`config.mk`:
```
export PLATFORM = sky130hd
export DESIGN_NAME = uldl_packet_serializer
export DESIGN_NICKNAME = d
export VERILOG_FILES = /design/src/rtl/uldl_pkg.sv /design/src/rtl/uldl_sync_fifo.sv /design/src/rtl/uldl_packet_serializer.sv
export SDC_FILE = /design/constraint.sdc
export NUM_CORES = 1
export LEC_CHECK = 0
export CAP_MARGIN = 20
export CORE_MARGIN = 8
export CORE_UTILIZATION = 58
export DETAILED_ROUTE_END_ITERATION = 16
export GPL_ROUTABILITY_DRIVEN = 0
export PLACE_DENSITY = 0.93
export SLEW_MARGIN = 25
export SYNTH_ARGS = -nofsm -noshare
export SYNTH_HDL_FRONTEND = slang
export SYNTH_SLANG_ARGS = --single-unit
```
`constraint.sdc`:
```
create_clock -name i_clk -period 6.3 [get_ports i_clk]
set_clock_uncertainty 0.15 [all_clocks]
set_input_delay 1.575 -clock i_clk [delete_from_list [all_inputs] [get_ports i_clk]]
set_output_delay 1.575 -clock i_clk [all_outputs]
set_load 0.01 [all_outputs]
```
`src/rtl/uldl_pkg.sv`:
```
// uldl_pkg: shared types and constants for the UL/DL packet serializer.
// Frame layout is {dir, id[7:0], parity}, transmitted MSB first.
package uldl_pkg;

    localparam int   FRAME_LEN = 10;
    localparam logic DIR_UL    = 1'b0;
    localparam logic DIR_DL    = 1'b1;

    typedef enum logic [0:0] {
        ST_IDLE  = 1'b0,
        ST_SHIFT = 1'b1
    } state_e;

    typedef struct packed {
        logic       dir;
        logic [7:0] id;
    } fifo_entry_t;

    // Even parity covers the direction bit and all eight ID bits.
    function automatic logic [FRAME_LEN-1:0] build_frame(input fifo_entry_t e);
        return {e.dir, e.id, ^{e.dir, e.id}};
    endfunction

endpackage

```
`src/rtl/uldl_sync_fifo.sv`:
```
// uldl_sync_fifo: register-based synchronous FIFO. A push while full is
// accepted when a pop frees the head entry in the same cycle.
module uldl_sync_fifo
    import uldl_pkg::*;
#(
    parameter int DEPTH = 4
) (
    input  logic                   i_clk,
    input  logic                   i_rst,
    input  logic                   i_push,
    input  logic                   i_pop,
    input  fifo_entry_t            i_wdata,
    output fifo_entry_t            o_rdata,
    output logic                   o_empty,
    output logic                   o_push_ok,
    output logic [$clog2(DEPTH):0] o_level,
    output logic [$clog2(DEPTH):0] o_level_d
);
    localparam int          AW       = $clog2(DEPTH);
    localparam logic [AW:0] LVL_FULL = (AW+1)'(DEPTH);
    localparam logic [AW:0] LVL_ONE  = (AW+1)'(1);

    fifo_entry_t   mem_q [DEPTH];
    logic [AW-1:0] wr_ptr_q, rd_ptr_q;
    logic [AW:0]   level_q, level_d;
    logic          full, pop_ok;

    assign full      = (level_q == LVL_FULL);
    assign o_empty   = (level_q == '0);
    assign pop_ok    = i_pop && !o_empty;
    assign o_push_ok = i_push && (!full || pop_ok);
    assign o_rdata   = mem_q[rd_ptr_q];
    assign o_level   = level_q;
    assign o_level_d = level_d;

    always_comb begin
        level_d = level_q;
        if (o_push_ok && !pop_ok)
            level_d = level_q + LVL_ONE;
        else if (pop_ok && !o_push_ok)
            level_d = level_q - LVL_ONE;
    end

    always_ff @(posedge i_clk) begin
        if (i_rst) begin
            wr_ptr_q <= '0;
            rd_ptr_q <= '0;
            level_q  <= '0;
        end else begin
            if (o_push_ok) wr_ptr_q <= wr_ptr_q + AW'(1);
            if (pop_ok)    rd_ptr_q <= rd_ptr_q + AW'(1);
            level_q <= level_d;
        end
    end

    // Storage is data only; pointers alone define which entries are live.
    always_ff @(posedge i_clk) begin
        if (o_push_ok) mem_q[wr_ptr_q] <= i_wdata;
    end

endmodule

```
`src/rtl/uldl_packet_serializer.sv`:
```
// uldl_packet_serializer: buffers generator packets and emits each as a 10-bit
// serial frame. Per-direction frame statistics exist only with ULDL_STATS_EN.
module uldl_packet_serializer
    import uldl_pkg::*;
#(
    parameter int DEPTH = 4,
    parameter int CNT_W = 8
) (
    input  logic                   i_clk,
    input  logic                   i_rst,
    input  logic                   i_ena,
    input  logic [7:0]             i_packet_id,
    input  logic                   i_dir_dl,
    input  logic                   i_packet_pulse,
    output logic                   o_ser_data,
    output logic                   o_ser_valid,
    output logic                   o_frame_start,
    output logic                   o_busy,
    output logic [$clog2(DEPTH):0] o_fifo_level,
    output logic [CNT_W-1:0]       o_drop_cnt,
    output logic [CNT_W-1:0]       o_ul_cnt,
    output logic [CNT_W-1:0]       o_dl_cnt
);
    localparam int         LW       = $clog2(DEPTH) + 1;
    localparam logic [3:0] LAST_BIT = 4'(FRAME_LEN - 1);

    function automatic logic [CNT_W-1:0] sat_inc(input logic [CNT_W-1:0] v);
        return (&v) ? v : v + CNT_W'(1);
    endfunction

    state_e               state_q, state_d;
    logic [3:0]           bit_cnt_q;
    logic [FRAME_LEN-1:0] sreg_q, load_frame;
    logic                 ser_data_q, ser_valid_q, frame_start_q, busy_q;
    logic [CNT_W-1:0]     drop_cnt_q;
    fifo_entry_t          wr_entry, rd_entry;
    logic                 push, push_ok, pop, fifo_empty, last_bit;
    logic [LW-1:0]        fifo_level, fifo_level_d;

    assign wr_entry   = '{dir: i_dir_dl, id: i_packet_id};
    assign push       = i_ena & i_packet_pulse;
    assign pop        = (state_q == ST_IDLE) && !fifo_empty;
    assign last_bit   = (state_q == ST_SHIFT) && (bit_cnt_q == LAST_BIT);
    assign load_frame = build_frame(rd_entry);

    uldl_sync_fifo #(.DEPTH(DEPTH)) u_fifo (
        .i_clk     (i_clk),
        .i_rst     (i_rst),
        .i_push    (push),
        .i_pop     (state_q == ST_IDLE),
        .i_wdata   (wr_entry),
        .o_rdata   (rd_entry),
        .o_empty   (fifo_empty),
        .o_push_ok (push_ok),
        .o_level   (fifo_level),
        .o_level_d (fifo_level_d)
    );

    always_comb begin
        state_d = state_q;
        case (state_q)
            ST_IDLE:  if (!fifo_empty)              state_d = ST_SHIFT;
            ST_SHIFT: if (bit_cnt_q == LAST_BIT)    state_d = ST_IDLE;
            default:                                state_d = ST_IDLE;
        endcase
    end

    // Bit 0 is registered straight from the loaded frame so it appears the cycle after the pop.
    always_ff @(posedge i_clk) begin
        if (i_rst) begin
            state_q       <= ST_IDLE;
            bit_cnt_q     <= '0;
            ser_data_q    <= 1'b0;
            ser_valid_q   <= 1'b0;
            frame_start_q <= 1'b0;
            busy_q        <= 1'b0;
            drop_cnt_q    <= '0;
        end else begin
            state_q <= state_d;
            busy_q  <= (state_d != ST_IDLE) || (fifo_level_d != '0);
            if (push && !push_ok) drop_cnt_q <= sat_inc(drop_cnt_q);
            if (state_q == ST_IDLE) begin
                bit_cnt_q     <= '0;
                frame_start_q <= pop;
                ser_valid_q   <= pop;
                ser_data_q    <= pop & load_frame[FRAME_LEN-1];
            end else begin
                frame_start_q <= 1'b0;
                ser_valid_q   <= !last_bit;
                ser_data_q    <= !last_bit & sreg_q[FRAME_LEN-1];
                bit_cnt_q     <= last_bit ? 4'd0 : bit_cnt_q + 4'd1;
            end
        end
    end

    always_ff @(posedge i_clk) begin
        if (pop)
            sreg_q <= {load_frame[FRAME_LEN-2:0], 1'b0};
        else if (state_q == ST_SHIFT)
            sreg_q <= {sreg_q[FRAME_LEN-2:0], 1'b0};
    end

`ifdef ULDL_STATS_EN
    logic             dir_q;
    logic [CNT_W-1:0] ul_cnt_q, dl_cnt_q;

    always_ff @(posedge i_clk) begin
        if (pop) dir_q <= rd_entry.dir;
    end

    always_ff @(posedge i_clk) begin
        if (i_rst) begin
            ul_cnt_q <= '0;
            dl_cnt_q <= '0;
        end else if (last_bit) begin
            if (dir_q == DIR_DL) dl_cnt_q <= sat_inc(dl_cnt_q);
            else                 ul_cnt_q <= sat_inc(ul_cnt_q);
        end
    end

    assign o_ul_cnt = ul_cnt_q;
    assign o_dl_cnt = dl_cnt_q;
`else
    assign o_ul_cnt = '0;
    assign o_dl_cnt = '0;
`endif

    assign o_ser_data    = ser_data_q;
    assign o_ser_valid   = ser_valid_q;
    assign o_frame_start = frame_start_q;
    assign o_busy        = busy_q;
    assign o_fifo_level  = fifo_level;
    assign o_drop_cnt    = drop_cnt_q;

endmodule

```
==> results.json, run 1 <==
{
  "crit_fanout": 15,
  "cts_root_buf": "clkbuf_8",
  "final.setup.tns_ns": 0,
  "timing.max_cap.violations": 0,
  "core_um2": 5370,
  "hold_buffers": 0,
  "ys.flop_type": "edfxtp_1",
  "cts.sinks": 70,
  "n_antenna_cell": 0,
  "routed_wl_um": 5330,
  "post-place-cells": 337,
  "total_power_w": 0.00136,
  "cp-start-kind": "input port",
  "power_density_nw_per_um2": 382,
  "die-height_um": 89.6,
  "synth-seq-cells": 70,
  "synthTopCellsByCount": "edfxtp_1, nand2_1, dfxtp_1",
  "io_pins": 44,
  "wl_per_cell_um": 15.1,
  "grt_first_pass_wirelength_um": 8510,
  "cts_setup_buffers": 0,
  "fin_nets": 299,
  "leakagePower_nw": 1.33,
  "cts_resized": 0,
  "grt_usage_pct": 14.6,
  "io_buffers": 27,
  "cts_tree": "done",
  "start_util_pct": 58.5,
  "yosysUniqueCellTypes": 41,
  "drcViolationCount": 0,
  "post-route-min-period_ns": 3.28,
  "final_max_slew_viol_count": 0,
  "dr.pass1.iters": 4,
  "dp_slack_ns": 2.67,
  "synthCells": 249,
  "grt_pass1_vias": 1859,
  "drtIter0Drc": 103,
  "crit_type": "input port to flop",
  "synth-edff-count": 45,
  "area_growth_pct": 13.5,
  "async_flop_share_pct": 0,
  "seq_area_frac_synth_pct": 58.9,
  "netlist_area_um2": 3140,
  "hold_path_class": "flop to flop",
  "synth_most_common_cell": "edfxtp_1",
  "max-vdd-ir-drop_v": 0.000198,
  "cts_made_buffers": 9,
  "viasPerCell": 5.30,
  "grt_overflow": 0,
  "cp-end-kind": "flop",
  "path_clk_slew_ns": 0.07,
  "worstMarginPinSlew_ns": 0.658,
  "detail-route-antenna-nets": 0,
  "grt_max_degree": 21,
  "synth_top_area_share_pct": 43.0,
  "postLayoutSetupSlackWorst_ns": 3.02,
  "htreeDepth": 3,
  "hold_viol": 0,
  "synth.area.top_cells": "edfxtp_1, dfxtp_1, mux4_1",
  "period_share_pct": 52.0,
  "fin_cells": 353,
  "max-slew-margin-rel_pct": 56.0,
  "clockBufferDepth": 2,
  "die_area_um2": 8030,
  "drive_gt1_share_pct": 7.83,
  "num_vias": 1871,
  "worstPathRequired_ns": 6.13,
  "rows": 27,
  "critPathArrivalTime_ns": 3.11,
  "detailed_place_hpwl_um": 3870,
  "ys_warn_count": 0,
  "synth_area_leader_cell": "edfxtp_1",
  "worst_skew_pair.late_latency_ns": 0.34,
  "syn_avg_cell_area_um2": 12.6,
  "die_x_um": 89.6,
  "setup_viol": 0,
  "status": "completed",
  "fmax_mhz": 305,
  "rsz0062_at_grt": "no",
  "antenna_found_initial": 0
}
==> metal layers <==
metal / share of wire, % / GRT usage [%]
met1: 41 / 16.6
met2: 50 / 24.5
met3: 7.5 / 4.28
met4: 1.4 / 6.80
met5: 0 / 0
==> flip-flops by register name, summed over array words and instances (netlist names), named ones only <==
signal,count
u_fifo.mem_q,36
sreg_q,9
o_drop_cnt,8
bit_cnt_q,4
u_fifo.o_level,3
u_fifo.rd_ptr_q,2
u_fifo.wr_ptr_q,2
o_busy,1
o_frame_start,1
o_ser_data,1
state_q,1
==> critical path, cell delays in order <==
cell and delay (ns):
clkdlybuf4s50_1 0.54, and2_1 0.45, and3_1 0.54
==> power breakdown <==
part	internal (W)	total, W	switching, W
registers	0.000582	0.000641	0.0000588
logic	0.000201	0.000410	0.000208
clock network	0.000142	0.000311	0.000169
==> cell type report <==
cell class	instances	area [µm²]
Inverter	8	30.0
Clock buffer	9	124
Multi-Input combinational cell	160	1150
Tap cell	72	90.1
Clock inverter	7	51.3
Fill cell	397	1810
Timing Repair Buffer	27	270
Sequential cell	70	1850
==> cell families after synthesis <==
kind of cell             Yosys count  share of synthesized area [%]
multiplexers                      11                           7.69
XOR/XNOR                          21                           6.53
flip-flops                        70                           58.9
AND/OR/NAND/NOR                   81                           11.6
buffers and inverters             34                           6.33
AO/OA/AOI/OAI                     21                           4.82
adder cells (fa/ha/maj)           10                           3.98
other                              1                          0.119
==> per-stage QoR <==
step           util [%]  area, µm²  hold slack [ns]
6_report           66.4       3560            0.345
5_1_grt            66.4       3560            0.400
3_3_place_gp       63.1       3390            0.303
2_1_floorplan         -       3200            0.283
3_5_place_dp       63.1       3390            0.326
4_1_cts            66.4       3560            0.343
==> worst paths after layout <==
check	start	endpoint	slack, ns	depth (start not counted)
worst max-delay path	i_ena	u_fifo.mem_q[0][0]	3.02	3
worst min-delay path	bit_cnt_q[0]	bit_cnt_q[0]	0.34	1
worst max register to register	flop	sreg_q[1]	3.75	5
worst min register to register	bit_cnt_q[0]	bit_cnt_q[0]	0.34	1
==> cell usage in the layout, fill, tap and decap left out, drive strengths merged, types with 2 or more instances in the layout <==
cell type / count
edfxtp: 45
nand2: 34
clkdlybuf4s50: 27
dfxtp: 25
nor2: 24
conb: 16
xnor2: 12
ha: 10
clkbuf: 9
mux4: 9
inv: 8
xor2: 8
and3: 7
a21oi: 5
nand3: 4
o21ai: 4
clkinvlp: 4
nand3b: 3
nand4: 3
clkinv: 3
and2: 2
mux2i: 2
a21o: 2
a311oi: 2
Power figures use the tool's default switching activity.
==> inputs of run 2 (changes only) <==
--- a/config.mk
+++ b/config.mk
@@ -7,10 +7,10 @@
 export LEC_CHECK = 0
 export CAP_MARGIN = 20
 export CORE_MARGIN = 8
-export CORE_UTILIZATION = 58
+export CORE_UTILIZATION = 54
 export DETAILED_ROUTE_END_ITERATION = 16
 export GPL_ROUTABILITY_DRIVEN = 0
-export PLACE_DENSITY = 0.93
+export PLACE_DENSITY = 0.88
 export SLEW_MARGIN = 25
 export SYNTH_ARGS = -nofsm -noshare
 export SYNTH_HDL_FRONTEND = slang
==> constraint.sdc (replaced) <==
create_clock -name i_clk -period 3.2 [get_ports i_clk]
set_clock_uncertainty 0.15 [all_clocks]
set_input_delay 0.8 -clock i_clk [delete_from_list [all_inputs] [get_ports i_clk]]
set_output_delay 0.8 -clock i_clk [all_outputs]
set_load 0.01 [all_outputs]
==> results.json, run 2 (synthesis results as in run 1) <==
{
  "max-slew-margin-rel_pct": 57.0,
  "hold_depth": 1,
  "clkPwrFrac_pct": 23.4,
  "layout_common_cells": "edfxtp_1, nand2_1, clkdlybuf4s50_1",
  "cp-start-kind": "flop",
  "area_growth_pct": 13.9,
  "cts_setup_buffers": 0,
  "max-vdd-ir-drop_v": 0.000480,
  "path_clk_slew_ns": 0.08,
  "hold_path_class": "flop to flop",
  "rsz0062_at_grt": "no",
  "crit_type": "flop to flop",
  "clockBufferDepth": 2,
  "top_register": "u_fifo.mem_q",
  "worst_skew_pair.late_latency_ns": 0.33,
  "final.fill_count": 451,
  "cp-end-kind": "flop",
  "postLayoutSetupSlackWorst_ns": 0.656,
  "layout_commonest_cell": "edfxtp_1",
  "die_area_um2": 8510,
  "grt_pass1_vias": 1835,
  "worstMarginPinSlew_ns": 0.646,
  "fmax_mhz": 393,
  "detail-route-antenna-nets": 0,
  "io_buffers": 27,
  "cts_made_buffers": 9,
  "num_vias": 1846,
  "antenna_found_initial": 0,
  "rows": 27,
  "viasPerCell": 5.21,
  "io_pins": 44,
  "timing.max_cap.violations": 0,
  "largest_register_ffs": 36,
  "grt_first_pass_wirelength_um": 8560,
  "setup_viol": 0,
  "min_from": "bit_cnt_q[0]",
  "grt_util_met2_pct": 20.8,
  "htreeDepth": 3,
  "r2r_slack_ns": 0.66,
  "die-height_um": 92.3,
  "worstPathRequired_ns": 3.13,
  "wl_per_cell_um": 14.7,
  "p_sw_w": 0.000879,
  "multi_input_area_um2": 1150,
  "hold_viol": 0,
  "met3_usage_pct": 4.40,
  "start_util_pct": 56.4,
  "cts_root_buf": "clkbuf_8",
  "drive_gt1_share_pct": 8.51,
  "drtIter0Drc": 109,
  "critPathArrivalTime_ns": 2.48,
  "r2r-end": "sreg_q[1]",
  "seqCellArea_um2": 1850,
  "dp_slack_ns": 0.329,
  "grt_usage_pct": 12.8,
  "final_max_slew_viol_count": 0,
  "worstRegToRegCells": 5,
  "n_antenna_cell": 0,
  "comb_power_share_pct": 30.2,
  "hold_buffers": 0,
  "cts_tree": "done",
  "internal_power_w": 0.00183,
  "use_met1_pct": 15.1,
  "crit_fanout": 9,
  "worstHoldEndpoint": "bit_cnt_q[0]",
  "fin_nets": 300,
  "cts.sinks": 70,
  "core_um2": 5570,
  "period_share_pct": 79.5,
  "detailed_place_hpwl_um": 3660,
  "leakagePower_nw": 1.35,
  "dr.pass1.iters": 4,
  "post-route-min-period_ns": 2.54,
  "drcViolationCount": 0,
  "grt_max_degree": 16,
  "switching_share_pct": 32.4,
  "cts_resized": 0,
  "p_seq_share_pct": 46.4,
  "status": "completed",
  "grt_overflow": 0,
  "routed_wl_um": 5220,
  "die_x_um": 92.3,
  "final.setup.tns_ns": 0,
  "power_density_nw_per_um2": 757,
  "busiest_layer": "met2"
}
==> run 2: cell count changes in the layout (fill, tap and decap cells not counted), sizes merged <==
cell      change
buf           +1
clkinvlp      -3
inv           +2
clkinv        +1
==> run 2: worst max-delay path by stage <==
stage,startpoint,end,slack (ns),cells past startpoint
finish,flop,sreg_q[1],0.66,5
global route,flop,sreg_q[1],0.49,5
CTS,flop,sreg_q[1],0.58,5
detailed placement,i_packet_pulse,u_fifo.mem_q[1][4],0.33,3
global placement,i_packet_pulse,u_fifo.mem_q[1][3],0.42,3
floorplan,i_ena,u_fifo.mem_q[0][0],1.02,4
==> run 2: power groups by stage <==
| stage | Clock (W) | Sequential [W] | Combinational (W) |
|---|---|---|---|
| floorplan | 0 | 0.00123 | 0.000666 |
| global placement | 0 | 0.00127 | 0.000784 |
| detailed placement | 0 | 0.00128 | 0.000808 |
| CTS | 0.000650 | 0.00126 | 0.000826 |
| global route | 0.000691 | 0.00128 | 0.000910 |
| finish | 0.000634 | 0.00126 | 0.000818 |
==> run 2: layout make-up <==
class,count,share of cell area (%)
clock inverter,7,1.57
timing repair buffer,28,7.76
tap,72,2.52
inverter,8,0.839
clock buffer,9,3.46
multi-input combinational,160,32.1
sequential,70,51.8
==> run 2: stage by stage <==
stage | std cells | total power (W) | instance area, µm² | hold slack, ns | utilization, %
final | 354 | 0.00271 | 3580 | 0.346 | 64.2
after floorplan | 264 | 0.00189 | 3200 | 0.283 | -
after global routing | 354 | 0.00289 | 3580 | 0.375 | 64.2
after detailed placement | 338 | 0.00209 | 3400 | 0.342 | 60.9
after CTS | 354 | 0.00274 | 3580 | 0.360 | 64.2
after global placement | 338 | 0.00206 | 3400 | 0.301 | 60.9
==> run 2: per-layer routing <==
metal  part of all wire, %  wire length, µm
met5                     0                0
met4                  0.88               46
met3                   6.8              353
met2                    48             2490
met1                    45             2330
==> run 2: critical path, cell delays in order (launching register included) <==
cell and delay [ns]:
dfxtp_1 0.67, mux4_2 0.61, xnor2_1 0.17, xnor3_1 0.43, xnor2_1 0.21, nor2_1 0.05
==> inputs of run 3 (changes only) <==
--- a/config.mk
+++ b/config.mk
@@ -7,10 +7,10 @@
 export LEC_CHECK = 0
 export CAP_MARGIN = 20
 export CORE_MARGIN = 8
-export CORE_UTILIZATION = 54
+export CORE_UTILIZATION = 49
 export DETAILED_ROUTE_END_ITERATION = 16
 export GPL_ROUTABILITY_DRIVEN = 0
-export PLACE_DENSITY = 0.88
+export PLACE_DENSITY = 0.85
 export SLEW_MARGIN = 25
 export SYNTH_ARGS = -nofsm -noshare
 export SYNTH_HDL_FRONTEND = slang
==> constraint.sdc (replaced) <==
create_clock -name i_clk -period 2.3 [get_ports i_clk]
set_clock_uncertainty 0.15 [all_clocks]
set_input_delay 0.575 -clock i_clk [delete_from_list [all_inputs] [get_ports i_clk]]
set_output_delay 0.575 -clock i_clk [all_outputs]
set_load 0.01 [all_outputs]
==> results.json, run 3 (synthesis results as in run 1) <==
{
  "status": "completed",
  "cts_setup_buffers": 0,
  "hold_viol": 0,
  "use_met1_pct": 14.4,
  "cts_made_buffers": 9,
  "crit_fanout": 9,
  "layout_common_cells": "edfxtp_1, nand2_1, clkdlybuf4s50_1",
  "worst_skew_pair.late_latency_ns": 0.34,
  "p_seq_share_pct": 44.7,
  "die-height_um": 96.1,
  "area_growth_pct": 19.5,
  "met3_usage_pct": 3.43,
  "routed_wl_um": 5540,
  "setup_viol": 0,
  "die_area_um2": 9230,
  "io_pins": 44,
  "htreeDepth": 3,
  "post-route-min-period_ns": 2.22,
  "grt_first_pass_wirelength_um": 8800,
  "io_buffers": 27,
  "internal_power_w": 0.00262,
  "fin_cells": 373,
  "core_um2": 6280,
  "busiest_layer": "met2",
  "grt_overflow": 0,
  "detail-route-antenna-nets": 0,
  "viasPerCell": 5.12,
  "clkPwrFrac_pct": 22.6,
  "grt_max_degree": 19,
  "cts_tree": "done",
  "drtIter0Drc": 84,
  "grt_pass1_vias": 1863,
  "p_sw_w": 0.00123,
  "n_antenna_cell": 0,
  "r2r_slack_ns": 0.08,
  "leakagePower_nw": 1.44,
  "comb_power_share_pct": 32.7,
  "postLayoutSetupSlackWorst_ns": 0.0824,
  "clockBufferDepth": 2,
  "grt_usage_pct": 12.7,
  "power_density_nw_per_um2": 1020,
  "rsz0062_at_grt": "yes",
  "dp_slack_ns": -0.0231,
  "layout_commonest_cell": "edfxtp_1",
  "die_x_um": 96.1,
  "rows": 29,
  "max-vdd-ir-drop_v": 0.000491,
  "cts_resized": 0,
  "fin_nets": 314,
  "post-place-cells": 357,
  "drcViolationCount": 0,
  "cp-start-kind": "flop",
  "detailed_place_hpwl_um": 3940,
  "stdcell_area_um2": 3750,
  "fmax_mhz": 451,
  "total_power_w": 0.00384,
  "timing.max_cap.violations": 0,
  "antenna_found_initial": 0,
  "drive_gt1_share_pct": 13.9,
  "largest_register_ffs": 36,
  "final_max_slew_viol_count": 0,
  "grt_util_met2_pct": 20.9,
  "wl_per_cell_um": 14.8,
  "start_util_pct": 50.0,
  "dr.pass1.iters": 4,
  "cp-end-kind": "flop",
  "top_register": "u_fifo.mem_q",
  "switching_share_pct": 31.9,
  "critPathArrivalTime_ns": 2.15,
  "dpl_cell_area_um2": 3570,
  "num_vias": 1910,
  "crit_type": "flop to flop",
  "cts_root_buf": "clkbuf_8",
  "hold_buffers": 0,
  "period_share_pct": 96.4,
  "cts.sinks": 70,
  "path_clk_slew_ns": 0.07,
  "hold_path_class": "flop to flop",
  "worstPathRequired_ns": 2.23
}
## run 3: cell count changes in the layout (fill, tap and decap cells not counted)
cell and delta:
clkinvlp_4 +2, inv_6 -1, buf_12 +5, xnor2_1 -1
dfxtp_1 -2, clkinv_2 +1, dfxtp_2 +2, xnor2_2 +1
buf_4 +9, clkinv_4 -2
## run 3: through the flow
step / TNS, ns / utilization (%) / hold slack, ns
6_report: 0 / 59.8 / 0.322
5_1_grt: -0.0276 / 59.8 / 0.365
3_3_place_gp: 0 / 56.9 / 0.300
4_1_cts: 0 / 59.7 / 0.329
2_1_floorplan: 0 / - / 0.283
3_5_place_dp: -0.0231 / 56.9 / 0.313
## run 3: worst paths after layout
kind	start	to	cells past startpoint
worst min-delay path	bit_cnt_q[0]	bit_cnt_q[0]	1
worst min register to register	bit_cnt_q[0]	bit_cnt_q[0]	1
worst max register to register	flop	sreg_q[1]	6
worst max-delay path	flop	sreg_q[1]	6
## run 3: critical path, stage by stage (launching register included)
cell	delay, ns
dfxtp_2	0.35
buf_12	0.14
mux4_2	0.52
xnor2_1	0.18
xnor3_1	0.42
xnor2_1	0.15
nor2_1	0.06
## run 3: cell type report
cell class                      instances  area (µm²)
Clock buffer                            9         124
Tap cell                               77        96.3
Clock inverter                          7        50.0
Inverter                                8        30.0
Multi-Input combinational cell        160        1150
Fill cell                             484        2520
Timing Repair Buffer                   42         445
Sequential cell                        70        1850
## run 3: power groups by stage
| stage | Sequential (W) | Clock [W] | Combinational (W) |
|---|---|---|---|
| 6_report | 0.00172 | 0.000867 | 0.00126 |
| 5_1_grt | 0.00174 | 0.000932 | 0.00139 |
| 4_1_cts | 0.00172 | 0.000885 | 0.00125 |
| 3_5_place_dp | 0.00174 | 0 | 0.00125 |
| 3_3_place_gp | 0.00173 | 0 | 0.00121 |
| 2_1_floorplan | 0.00171 | 0 | 0.000927 |
## run 3: metal layers
metal | share of wire (%) | vias to the layer above
met2 | 49 | 61
met5 | 0 | -
met3 | 6.7 | 8
li1 | - | 940
met1 | 43 | 901
met4 | 1.8 | 0
